$ cat src/rtl/aes_pkg.sv
// Shared AES types, block size and the ShiftRows byte-index mapping.
// Inverse mapping is only exercised when SHIFT_ROWS_INV_MODE_EN is defined.
`default_nettype none

package aes_pkg;

   localparam int AES_BLK_BYTES = 16;

   typedef logic [7:0] aes_byte_t;

   typedef enum logic [1:0] {
      EMPTY = 2'd0,
      FILL  = 2'd1,
      FULL  = 2'd2
   } bank_state_e;

   // Output byte 4c+r is sourced from column (c+r)%4 (forward) or (c-r)%4 (inverse), same row.
   function automatic logic [3:0] sr_map(input logic [3:0] idx, input logic inv);
      logic [1:0] col;
      logic [1:0] row;
      logic [1:0] src;
      col = idx[3:2];
      row = idx[1:0];
      src = inv ? (col - row) : (col + row);
      return {src, row};
   endfunction

endpackage

`default_nettype wire

$ cat src/rtl/shift_rows_bank.sv
// ============================================================================
//  shift_rows_bank : 16-byte state buffer, one write port, ShiftRows-mapped read
//  Revision 1.0
// ============================================================================
`default_nettype none

module shift_rows_bank
   import aes_pkg::*;
#(
   parameter int BYTE_W = 8
) (
   input  logic              clk,
   input  logic              rst,
   input  logic              we_i,
   input  logic [3:0]        waddr_i,
   input  logic [BYTE_W-1:0] wdata_i,
   input  logic [3:0]        raddr_i,
   input  logic              inv_i,
   output logic [BYTE_W-1:0] rdata_o
);

   logic [BYTE_W-1:0] mem_q [AES_BLK_BYTES];

   always_ff @(posedge clk) begin
      if (rst) begin
         for (int i = 0; i < AES_BLK_BYTES; i++) begin
            mem_q[i] <= '0;
         end
      end else if (we_i) begin
         mem_q[waddr_i] <= wdata_i;
      end
   end

   assign rdata_o = mem_q[sr_map(raddr_i, inv_i)];

endmodule

`default_nettype wire

$ cat src/rtl/shift_rows_stream.sv
// ============================================================================
//  shift_rows_stream : byte-serial AES ShiftRows stage with BANKS state buffers
//  Optional macro SHIFT_ROWS_INV_MODE_EN adds the inv port (inverse ShiftRows).
//  Revision 1.0
// ============================================================================
`default_nettype none

module shift_rows_stream
   import aes_pkg::*;
#(
   parameter int BANKS  = 2,
   parameter int BYTE_W = 8
) (
   input  logic              clk,
   input  logic              rst,
   input  logic              s_valid,
   output logic              s_ready,
   input  logic [BYTE_W-1:0] s_data,
   input  logic              s_last,
   output logic              m_valid,
   input  logic              m_ready,
   output logic [BYTE_W-1:0] m_data,
   output logic              m_last,
   output logic              err
`ifdef SHIFT_ROWS_INV_MODE_EN
   ,
   input  logic              inv
`endif
);

   localparam int            BW        = (BANKS > 1) ? $clog2(BANKS) : 1;
   localparam logic [BW-1:0] LAST_BANK = BW'(BANKS - 1);

   if (BYTE_W != 8) begin : g_bad_byte_w
      $error("shift_rows_stream: BYTE_W must be 8");
   end
   if (BANKS < 1) begin : g_bad_banks
      $error("shift_rows_stream: BANKS must be at least 1");
   end

   bank_state_e       bank_st_q [BANKS];
   bank_state_e       bank_st_d [BANKS];
   logic              inv_q     [BANKS];
   logic              inv_d     [BANKS];
   logic [BW-1:0]     wr_bank_q, wr_bank_d;
   logic [BW-1:0]     rd_bank_q, rd_bank_d;
   logic [3:0]        wr_idx_q,  wr_idx_d;
   logic [3:0]        rd_idx_q,  rd_idx_d;
   logic              err_q,     err_d;

   logic              w_s_fire;
   logic              w_m_fire;
   logic              w_wr_done;
   logic              w_rd_done;
   logic              w_inv_in;
   logic              w_bank_we [BANKS];
   logic [BYTE_W-1:0] w_rdata   [BANKS];

`ifdef SHIFT_ROWS_INV_MODE_EN
   assign w_inv_in = inv;
`else
   assign w_inv_in = 1'b0;
`endif

   assign s_ready   = (bank_st_q[wr_bank_q] != FULL);
   assign m_valid   = (bank_st_q[rd_bank_q] == FULL);
   assign w_s_fire  = s_valid && s_ready;
   assign w_m_fire  = m_valid && m_ready;
   assign w_wr_done = (wr_idx_q == 4'd15);
   assign w_rd_done = (rd_idx_q == 4'd15);
   assign m_last    = w_rd_done;
   assign m_data    = m_valid ? w_rdata[rd_bank_q] : '0;
   assign err       = err_q;

   for (genvar b = 0; b < BANKS; b++) begin : g_bank
      assign w_bank_we[b] = w_s_fire && (wr_bank_q == BW'(b));

      shift_rows_bank #(
         .BYTE_W (BYTE_W)
      ) u_bank (
         .clk     (clk),
         .rst     (rst),
         .we_i    (w_bank_we[b]),
         .waddr_i (wr_idx_q),
         .wdata_i (s_data),
         .raddr_i (rd_idx_q),
         .inv_i   (inv_q[b]),
         .rdata_o (w_rdata[b])
      );
   end

   // Fill and drain completions touch different banks, so both updates can apply in one cycle.
   always_comb begin
      bank_st_d = bank_st_q;
      inv_d     = inv_q;
      wr_bank_d = wr_bank_q;
      rd_bank_d = rd_bank_q;
      wr_idx_d  = wr_idx_q;
      rd_idx_d  = rd_idx_q;
      err_d     = err_q;

      if (w_s_fire) begin
         wr_idx_d             = wr_idx_q + 4'd1;
         bank_st_d[wr_bank_q] = w_wr_done ? FULL : FILL;
         if (wr_idx_q == 4'd0) begin
            inv_d[wr_bank_q] = w_inv_in;
         end
         if (s_last != w_wr_done) begin
            err_d = 1'b1;
         end
         if (w_wr_done) begin
            wr_bank_d = (wr_bank_q == LAST_BANK) ? '0 : wr_bank_q + 1'b1;
         end
      end

      if (w_m_fire) begin
         rd_idx_d = rd_idx_q + 4'd1;
         if (w_rd_done) begin
            bank_st_d[rd_bank_q] = EMPTY;
            rd_bank_d            = (rd_bank_q == LAST_BANK) ? '0 : rd_bank_q + 1'b1;
         end
      end
   end

   always_ff @(posedge clk) begin
      if (rst) begin
         for (int b = 0; b < BANKS; b++) begin
            bank_st_q[b] <= EMPTY;
            inv_q[b]     <= 1'b0;
         end
         wr_bank_q <= '0;
         rd_bank_q <= '0;
         wr_idx_q  <= '0;
         rd_idx_q  <= '0;
         err_q     <= 1'b0;
      end else begin
         for (int b = 0; b < BANKS; b++) begin
            bank_st_q[b] <= bank_st_d[b];
            inv_q[b]     <= inv_d[b];
         end
         wr_bank_q <= wr_bank_d;
         rd_bank_q <= rd_bank_d;
         wr_idx_q  <= wr_idx_d;
         rd_idx_q  <= rd_idx_d;
         err_q     <= err_d;
      end
   end

endmodule

`default_nettype wire
$ cat config.mk
export PLATFORM = sky130hd
export DESIGN_NAME = shift_rows_stream
export DESIGN_NICKNAME = d
export VERILOG_FILES = /design/src/rtl/aes_pkg.sv /design/src/rtl/shift_rows_bank.sv /design/src/rtl/shift_rows_stream.sv
export SDC_FILE = /design/constraint.sdc
export NUM_CORES = 1
export LEC_CHECK = 0
export BUFFER_PORTS_ARGS = -buffer_cell sky130_fd_sc_hd__buf_2
export CAP_MARGIN = 20
export CORE_MARGIN = 2
export CORE_UTILIZATION = 63
export DETAILED_ROUTE_END_ITERATION = 7
export GPL_TIMING_DRIVEN = 0
export PLACE_DENSITY = 0.85
export SYNTH_ARGS = -nofsm -noshare
export SYNTH_HDL_FRONTEND = slang
export SYNTH_SLANG_ARGS = --single-unit
$ cat constraint.sdc
create_clock -name clk -period 2.6 [get_ports clk]
set_input_delay 0.52 -clock clk [delete_from_list [all_inputs] [get_ports clk]]
set_output_delay 0.52 -clock clk [all_outputs]
set_load 0.01 [all_outputs]
==> impl_metrics.json, run 1 <==
{
  "ant_nets": 0,
  "synth_area_leaders": "edfxtp_1, and2_1, mux4_2, mux2i_1, dfxtp_1",
  "r2r_start": "wr_idx_q[1]",
  "dp.cells": 1206,
  "rr_worst_depth": 5,
  "dr.first_iter.drc_count": 854,
  "pin_count": 25,
  "final.period_utilization_pct": 123,
  "post-synth-top-count-cell": "edfxtp_1",
  "met1_usage_pct": 40.6,
  "drtPass1Iterations": 5,
  "syn_to_final_growth_pct": 12.6,
  "hold_slack_ps": 324,
  "power.density_mw_per_mm2": 624,
  "clock_sinks": 273,
  "rsz0062_at_grt": "yes",
  "max-clock-path-buffers": 3,
  "die_y_um": 148,
  "syn-num-nets": 934,
  "synthTopCellsByCount": "edfxtp_1, and2_1, mux2i_1",
  "core.rowCount": 52,
  "clock_latency_ps": 540,
  "yosys_register_bits": 273,
  "wl_per_cell_um": 24.3,
  "cp-endpoint": "m_data[1]",
  "grt_pass1_vias": 8065,
  "setup_viol": 8,
  "power_frac_seq_pct": 54.4,
  "grt-ovfl-total": 0,
  "cts_root_buffer": "clkbuf_16",
  "busiest_layer": "met2",
  "cts_tree": "built",
  "fin_nets": 992,
  "register_area_mm2": 0.00804,
  "vias": 7899,
  "synth_top_cell_by_area": "edfxtp_1",
  "die_x_um": 148,
  "startpoint": "rd_idx_q[2]",
  "seq_area_frac_synth_pct": 61.5,
  "cp_max_fo": 6,
  "worstReg2RegEnd": "g_bank[1].u_bank.mem_q[1][4]",
  "cap_viol_max_count": 0,
  "p_sw_w": 0.00195,
  "final_cells": 1261,
  "grt_start_max_net_pins": 15,
  "vdd_drop_max_mv": 0.554,
  "ff2ff_setup_slack_ps": 130,
  "numCtsBuffers": 27,
  "ys_warn_count": 0,
  "slew_headroom_pct": 26.9,
  "antenna_found_initial": 0,
  "critPathLaunchType": "flip-flop",
  "required_ps": 2080,
  "fin_util_pct": 72.4,
  "status": "finished with violations",
  "met3_usage_pct": 4.07,
  "clock.fmax_mhz": 313,
  "track_usage_pct": 29.0,
  "cts.clk_slew.worst_paths_ps": 60,
  "dp_hpwl_um": 21000,
  "tightest_slew_ps": 1090,
  "initial_core_util_pct": 64.3,
  "violations": "setup timing",
  "hp-class": "in -> reg",
  "synth_edf_count": 256,
  "swShare_pct": 21.2,
  "layout-drive-gt1-share_pct": 20.5,
  "port_buffers": 23,
  "worstSetupPathType": "reg -> out",
  "synth_cells": 913,
  "drt-vias-per-instance": 6.26,
  "setup_slack_ps": -591,
  "pre_cts_ws_ps": -751,
  "multiInputGateArea_mm2": 0.00481,
  "netlist.area_leader.share_pct": 58.9,
  "synth_area_mm2": 0.0130,
  "worstPathArrival_ps": 2670,
  "clkPwrFrac_pct": 41.2,
  "fin_worst_skew_ps": 15.9,
  "end_kind": "output pin",
  "yosysUniqueCellTypes": 43,
  "place.gp.congestion": 0.914,
  "combPwrFrac_pct": 4.4,
  "drc": 0,
  "die_area_mm2": 0.0219,
  "grt_first_pass_wirelength_um": 47300,
  "p_int_w": 0.00723,
  "synth-async-reset-ratio_pct": 0,
  "grtUsageMet2_pct": 47.5,
  "cts.htree.levels": 1,
  "antenna_cells": 0,
  "final.min_clock_period_ps": 3190,
  "power_leakage_nw": 5.42,
  "totalPowerFinal_w": 0.00917,
  "wirelength_um": 30700,
  "nFillCells": 1287,
  "synth_ff_type": "edfxtp_1",
  "finalMaxSlewViolations": 0,
  "syn_avg_cell_area_um2": 14.3,
  "coreArea_mm2": 0.0203,
  "hold_violations": 0
}
-- per-stage QoR --
step           TNS [ps]  area, um2
2_1_floorplan         0      13000
3_3_place_gp      -5930      13500
3_5_place_dp      -6620      13500
4_1_cts           -4330      14600
5_1_grt           -4440      14700
6_report          -4410      14700
-- cell usage in the layout (no fill, tap or decap), types with 3 or more instances in the layout --
| master | count |
|---|---|
| edfxtp_1 | 256 |
| and2_1 | 249 |
| mux2i_1 | 53 |
| clkbuf_1 | 49 |
| mux4_2 | 48 |
| or2_2 | 32 |
| nor2_1 | 31 |
| clkbuf_16 | 29 |
| buf_2 | 24 |
| and3_1 | 17 |
| a22o_1 | 16 |
| nand3_1 | 14 |
| mux2i_2 | 14 |
| dfxtp_1 | 14 |
| o211ai_1 | 10 |
| buf_4 | 8 |
| nor3_1 | 8 |
| buf_12 | 7 |
| o2111a_1 | 7 |
| nand2_1 | 7 |
| ha_1 | 7 |
| clkinv_2 | 7 |
| buf_6 | 6 |
| nor2b_1 | 5 |
| nand2b_1 | 5 |
| nand4_1 | 5 |
| xor2_1 | 5 |
| clkinv_1 | 4 |
| inv_1 | 3 |
| and3b_1 | 3 |
| xnor2_1 | 3 |
| a21oi_1 | 3 |
| clkbuf_8 | 3 |
-- critical path, stage by stage, from the launching register on --
cell	delay, ps
dfxtp_2	330
inv_2	50
ha_4	280
buf_12	140
clkbuf_16	150
mux4_2	330
mux2i_2	220
mux2i_2	160
o2111a_2	320
buf_6	130
-- worst min-delay path by stage --
stage               startpoint           to  slack (ps)  cells past startpoint
floorplan             inv_q[0]     inv_q[0]         440                      2
global placement           err          err         460                      1
detailed placement    inv_q[0]     inv_q[0]         460                      2
CTS                    m_ready  rd_idx_q[1]         300                      3
global route           m_ready  rd_idx_q[1]         340                      3
finish                 m_ready  rd_idx_q[1]         320                      3
-- timing repair --
| action | CTS | global route |
|---|---|---|
| setup endpoints to repair | 9 | 9 |
| buffers inserted | 3 | 1 |
| pin swaps | 3 | 3 |
| gates resized for setup | 49 | 23 |
| hold buffers | 0 | 0 |
| cloned | 3 | 0 |
-- power groups by stage --
stage	registers, W	logic, W	clock network (W)
finish	0.00499	0.000406	0.00378
global route	0.00500	0.000431	0.00396
CTS	0.00499	0.000398	0.00377
detailed placement	0.00509	0.000386	0
global placement	0.00508	0.000376	0
floorplan	0.00506	0.000237	0
-- metal layers --
layer | wire, um | part of all wire, %
met1 | 12100 | 39
met2 | 14900 | 49
met3 | 2580 | 8.4
met4 | 1090 | 3.5
met5 | 0 | 0
-- flip-flops by register name, summed over array words and instances (netlist names) --
name                 count
wr_bank_q                1
inv_q                    2
rd_bank_q                1
wr_idx_q                 4
rd_idx_q                 4
err                      1
g_bank.u_bank.mem_q    256
bank_st_q                4
-- area by class of cell --
cell class	count	share of cell area, %
Inverter	4	0.102
Multi-Input combinational cell	569	32.8
Clock buffer	35	4.94
Tap cell	270	2.30
Sequential cell	273	54.7
Clock inverter	14	0.800
Timing Repair Buffer	31	1.33
Buffer	65	3.10
-- cells by family (layout without fill, tap and decap cells) --
family,Yosys count,after routing,synth area share (%)
AND/OR/NAND/NOR,388,388,17.8
adder cells (fa/ha/maj),8,8,0.767
AO/OA/AOI/OAI,45,45,2.93
multiplexers,117,117,13.6
flip-flops,273,273,61.5
XOR/XNOR,11,11,0.796
buffers and inverters,71,149,2.57
No activity file was read; power rests on OpenSTA's default activity.
==> inputs of run 2 (changes only) <==
clock period = 3.35 ns   (was 2.6 ns; I/O delays follow)
==> run 2 against run 1 <==
Effect of this change:
- the flow still finishes with violations (setup timing)
- routed wire length decreased by 0.22%
- critical path type unchanged
- cell count is 0.16% lower
- highest routed layer unchanged
- die area unchanged
==> impl_metrics.json, run 2 (synthesis results as in run 1) <==
{
  "initial_core_util_pct": 64.3,
  "holdPathStages": 3,
  "port_buffers": 23,
  "fin_nets": 990,
  "grt_first_pass_wirelength_um": 47000,
  "syn_to_final_growth_pct": 12.2,
  "wirelength_um": 30600,
  "regMostFlops": "g_bank.u_bank.mem_q",
  "grt_pass1_vias": 8060,
  "final_common_cell": "edfxtp_1",
  "tns_ps": -191,
  "drt-vias-per-instance": 6.29,
  "finalMaxSlewViolations": 0,
  "ff2ff_setup_slack_ps": 840,
  "vias": 7914,
  "violations": "setup timing",
  "die_area_mm2": 0.0219,
  "cp_max_fo": 10,
  "clock.fmax_mhz": 294,
  "vdd_drop_max_mv": 0.436,
  "slew_headroom_pct": 30.4,
  "pin_count": 25,
  "power_leakage_nw": 5.39,
  "cts.htree.levels": 1,
  "hold_violations": 0,
  "antenna_found_initial": 0,
  "dp_hpwl_um": 21000,
  "power.density_mw_per_mm2": 487,
  "worstPathArrival_ps": 2730,
  "track_usage_pct": 28.8,
  "cts_tree": "built",
  "drc": 0,
  "status": "finished with violations",
  "layout-drive-gt1-share_pct": 20.0,
  "ant_nets": 0,
  "max-clock-path-buffers": 3,
  "end_kind": "output pin",
  "worstSetupPathType": "reg -> out",
  "hold_slack_ps": 472,
  "final_cell_mix": "edfxtp_1, and2_1, mux2i_1, clkbuf_1, mux4_2",
  "required_ps": 2680,
  "rsz0062_at_grt": "yes",
  "critPathLaunchType": "flip-flop",
  "cts_hold_buf": 0,
  "worstHoldStart": "m_ready",
  "fin_worst_skew_ps": 15.8,
  "clock_latency_ps": 540,
  "cts_root_buffer": "clkbuf_16",
  "hp-class": "in -> reg",
  "drtPass1Iterations": 5,
  "r2r_start": "wr_idx_q[2]",
  "grt-ovfl-total": 0,
  "die_x_um": 148,
  "worstReg2RegEnd": "g_bank[1].u_bank.mem_q[4][7]",
  "grt_start_max_net_pins": 15,
  "hold-path-endpoint": "rd_idx_q[1]",
  "numCtsBuffers": 27,
  "clock_sinks": 273,
  "fin_util_pct": 72.1,
  "setup_slack_ps": -47.2,
  "cts.clk_slew.worst_paths_ps": 70,
  "coreArea_mm2": 0.0203,
  "core.rowCount": 52,
  "setup_viol": 7,
  "wl_per_cell_um": 24.3,
  "place.gp.congestion": 0.914,
  "dr.first_iter.drc_count": 825,
  "tightest_slew_ps": 1040,
  "final.period_utilization_pct": 101,
  "final.min_clock_period_ps": 3400,
  "antenna_cells": 0,
  "rr_worst_depth": 4,
  "largest_reg_flops": 256,
  "cap_viol_max_count": 0,
  "die_y_um": 148
}
## run 2: cell types whose count changed in the layout (fill, tap and decap cells not counted), moves of 2 or more
cell | before | now
buf_12 | 7 | 2
buf_4 | 8 | 5
buf_8 | 1 | 5
dfxtp_4 | 2 | 0
dfxtp_2 | 1 | 3
## run 2: cell type report
type	instances	area (um2)
clock buffer	35	726
inverter	4	15.0
clock inverter	14	118
multi-input combinational	569	4810
buffer	65	430
tap	270	338
fill	1300	5660
sequential	273	8030
timing repair buffer	29	176
## run 2: worst max path at each step
stage / endpoint / startpoint / slack (ps)
after floorplan: m_data[6] / rd_idx_q[2] / 720
after CTS: m_data[1] / rd_idx_q[3] / 5
after global placement: m_data[1] / rd_idx_q[2] / -120
after global routing: m_data[7] / rd_idx_q[2] / -20
after detailed placement: m_data[3] / rd_idx_q[2] / -150
final: m_data[5] / rd_idx_q[2] / -50
## run 2: worst max-delay path, cell delays in order (launching register included)
cell and delay [ps]:
dfxtp_2 360, inv_2 60, ha_4 280, buf_8 140, buf_6 190, mux4_2 340, mux2i_1 220, mux2i_1 150
o2111a_1 300, buf_2 150
## run 2: what timing repair did
action                                  in CTS  in global routing
gates cloned                                 3                  0
pin swaps                                    2                  3
gates resized for setup                     41                 19
endpoints found under the setup margin       8                  8
setup buffers                                1                  1
## run 2: stage by stage
stage          total power (W)  instance area [um2]  cells  worst slack (ps)
2_1_floorplan          0.00411                13000    913               716
3_3_place_gp           0.00423                13500   1206              -118
5_1_grt                0.00729                14600   1259             -20.5
6_report               0.00713                14600   1259             -47.2
3_5_place_dp           0.00425                13500   1206              -151
4_1_cts                0.00711                14600   1258              5.25
## run 2: where the power goes
part           internal [W]  switching (W)  leakage [nW]
registers           0.00384      0.0000389          2.78
logic              0.000101       0.000216          2.19
clock network       0.00167        0.00126         0.416
## run 2: per-layer routing
metal	track usage (%)	wire length [um]	share of wire (%)	up-vias
li1	-	-	-	3459
met1	40.2	12200	40	3944
met2	47.1	14700	48	425
met3	4.14	2490	8.1	86
met4	10.6	1280	4.2	0
met5	0	0	0	-
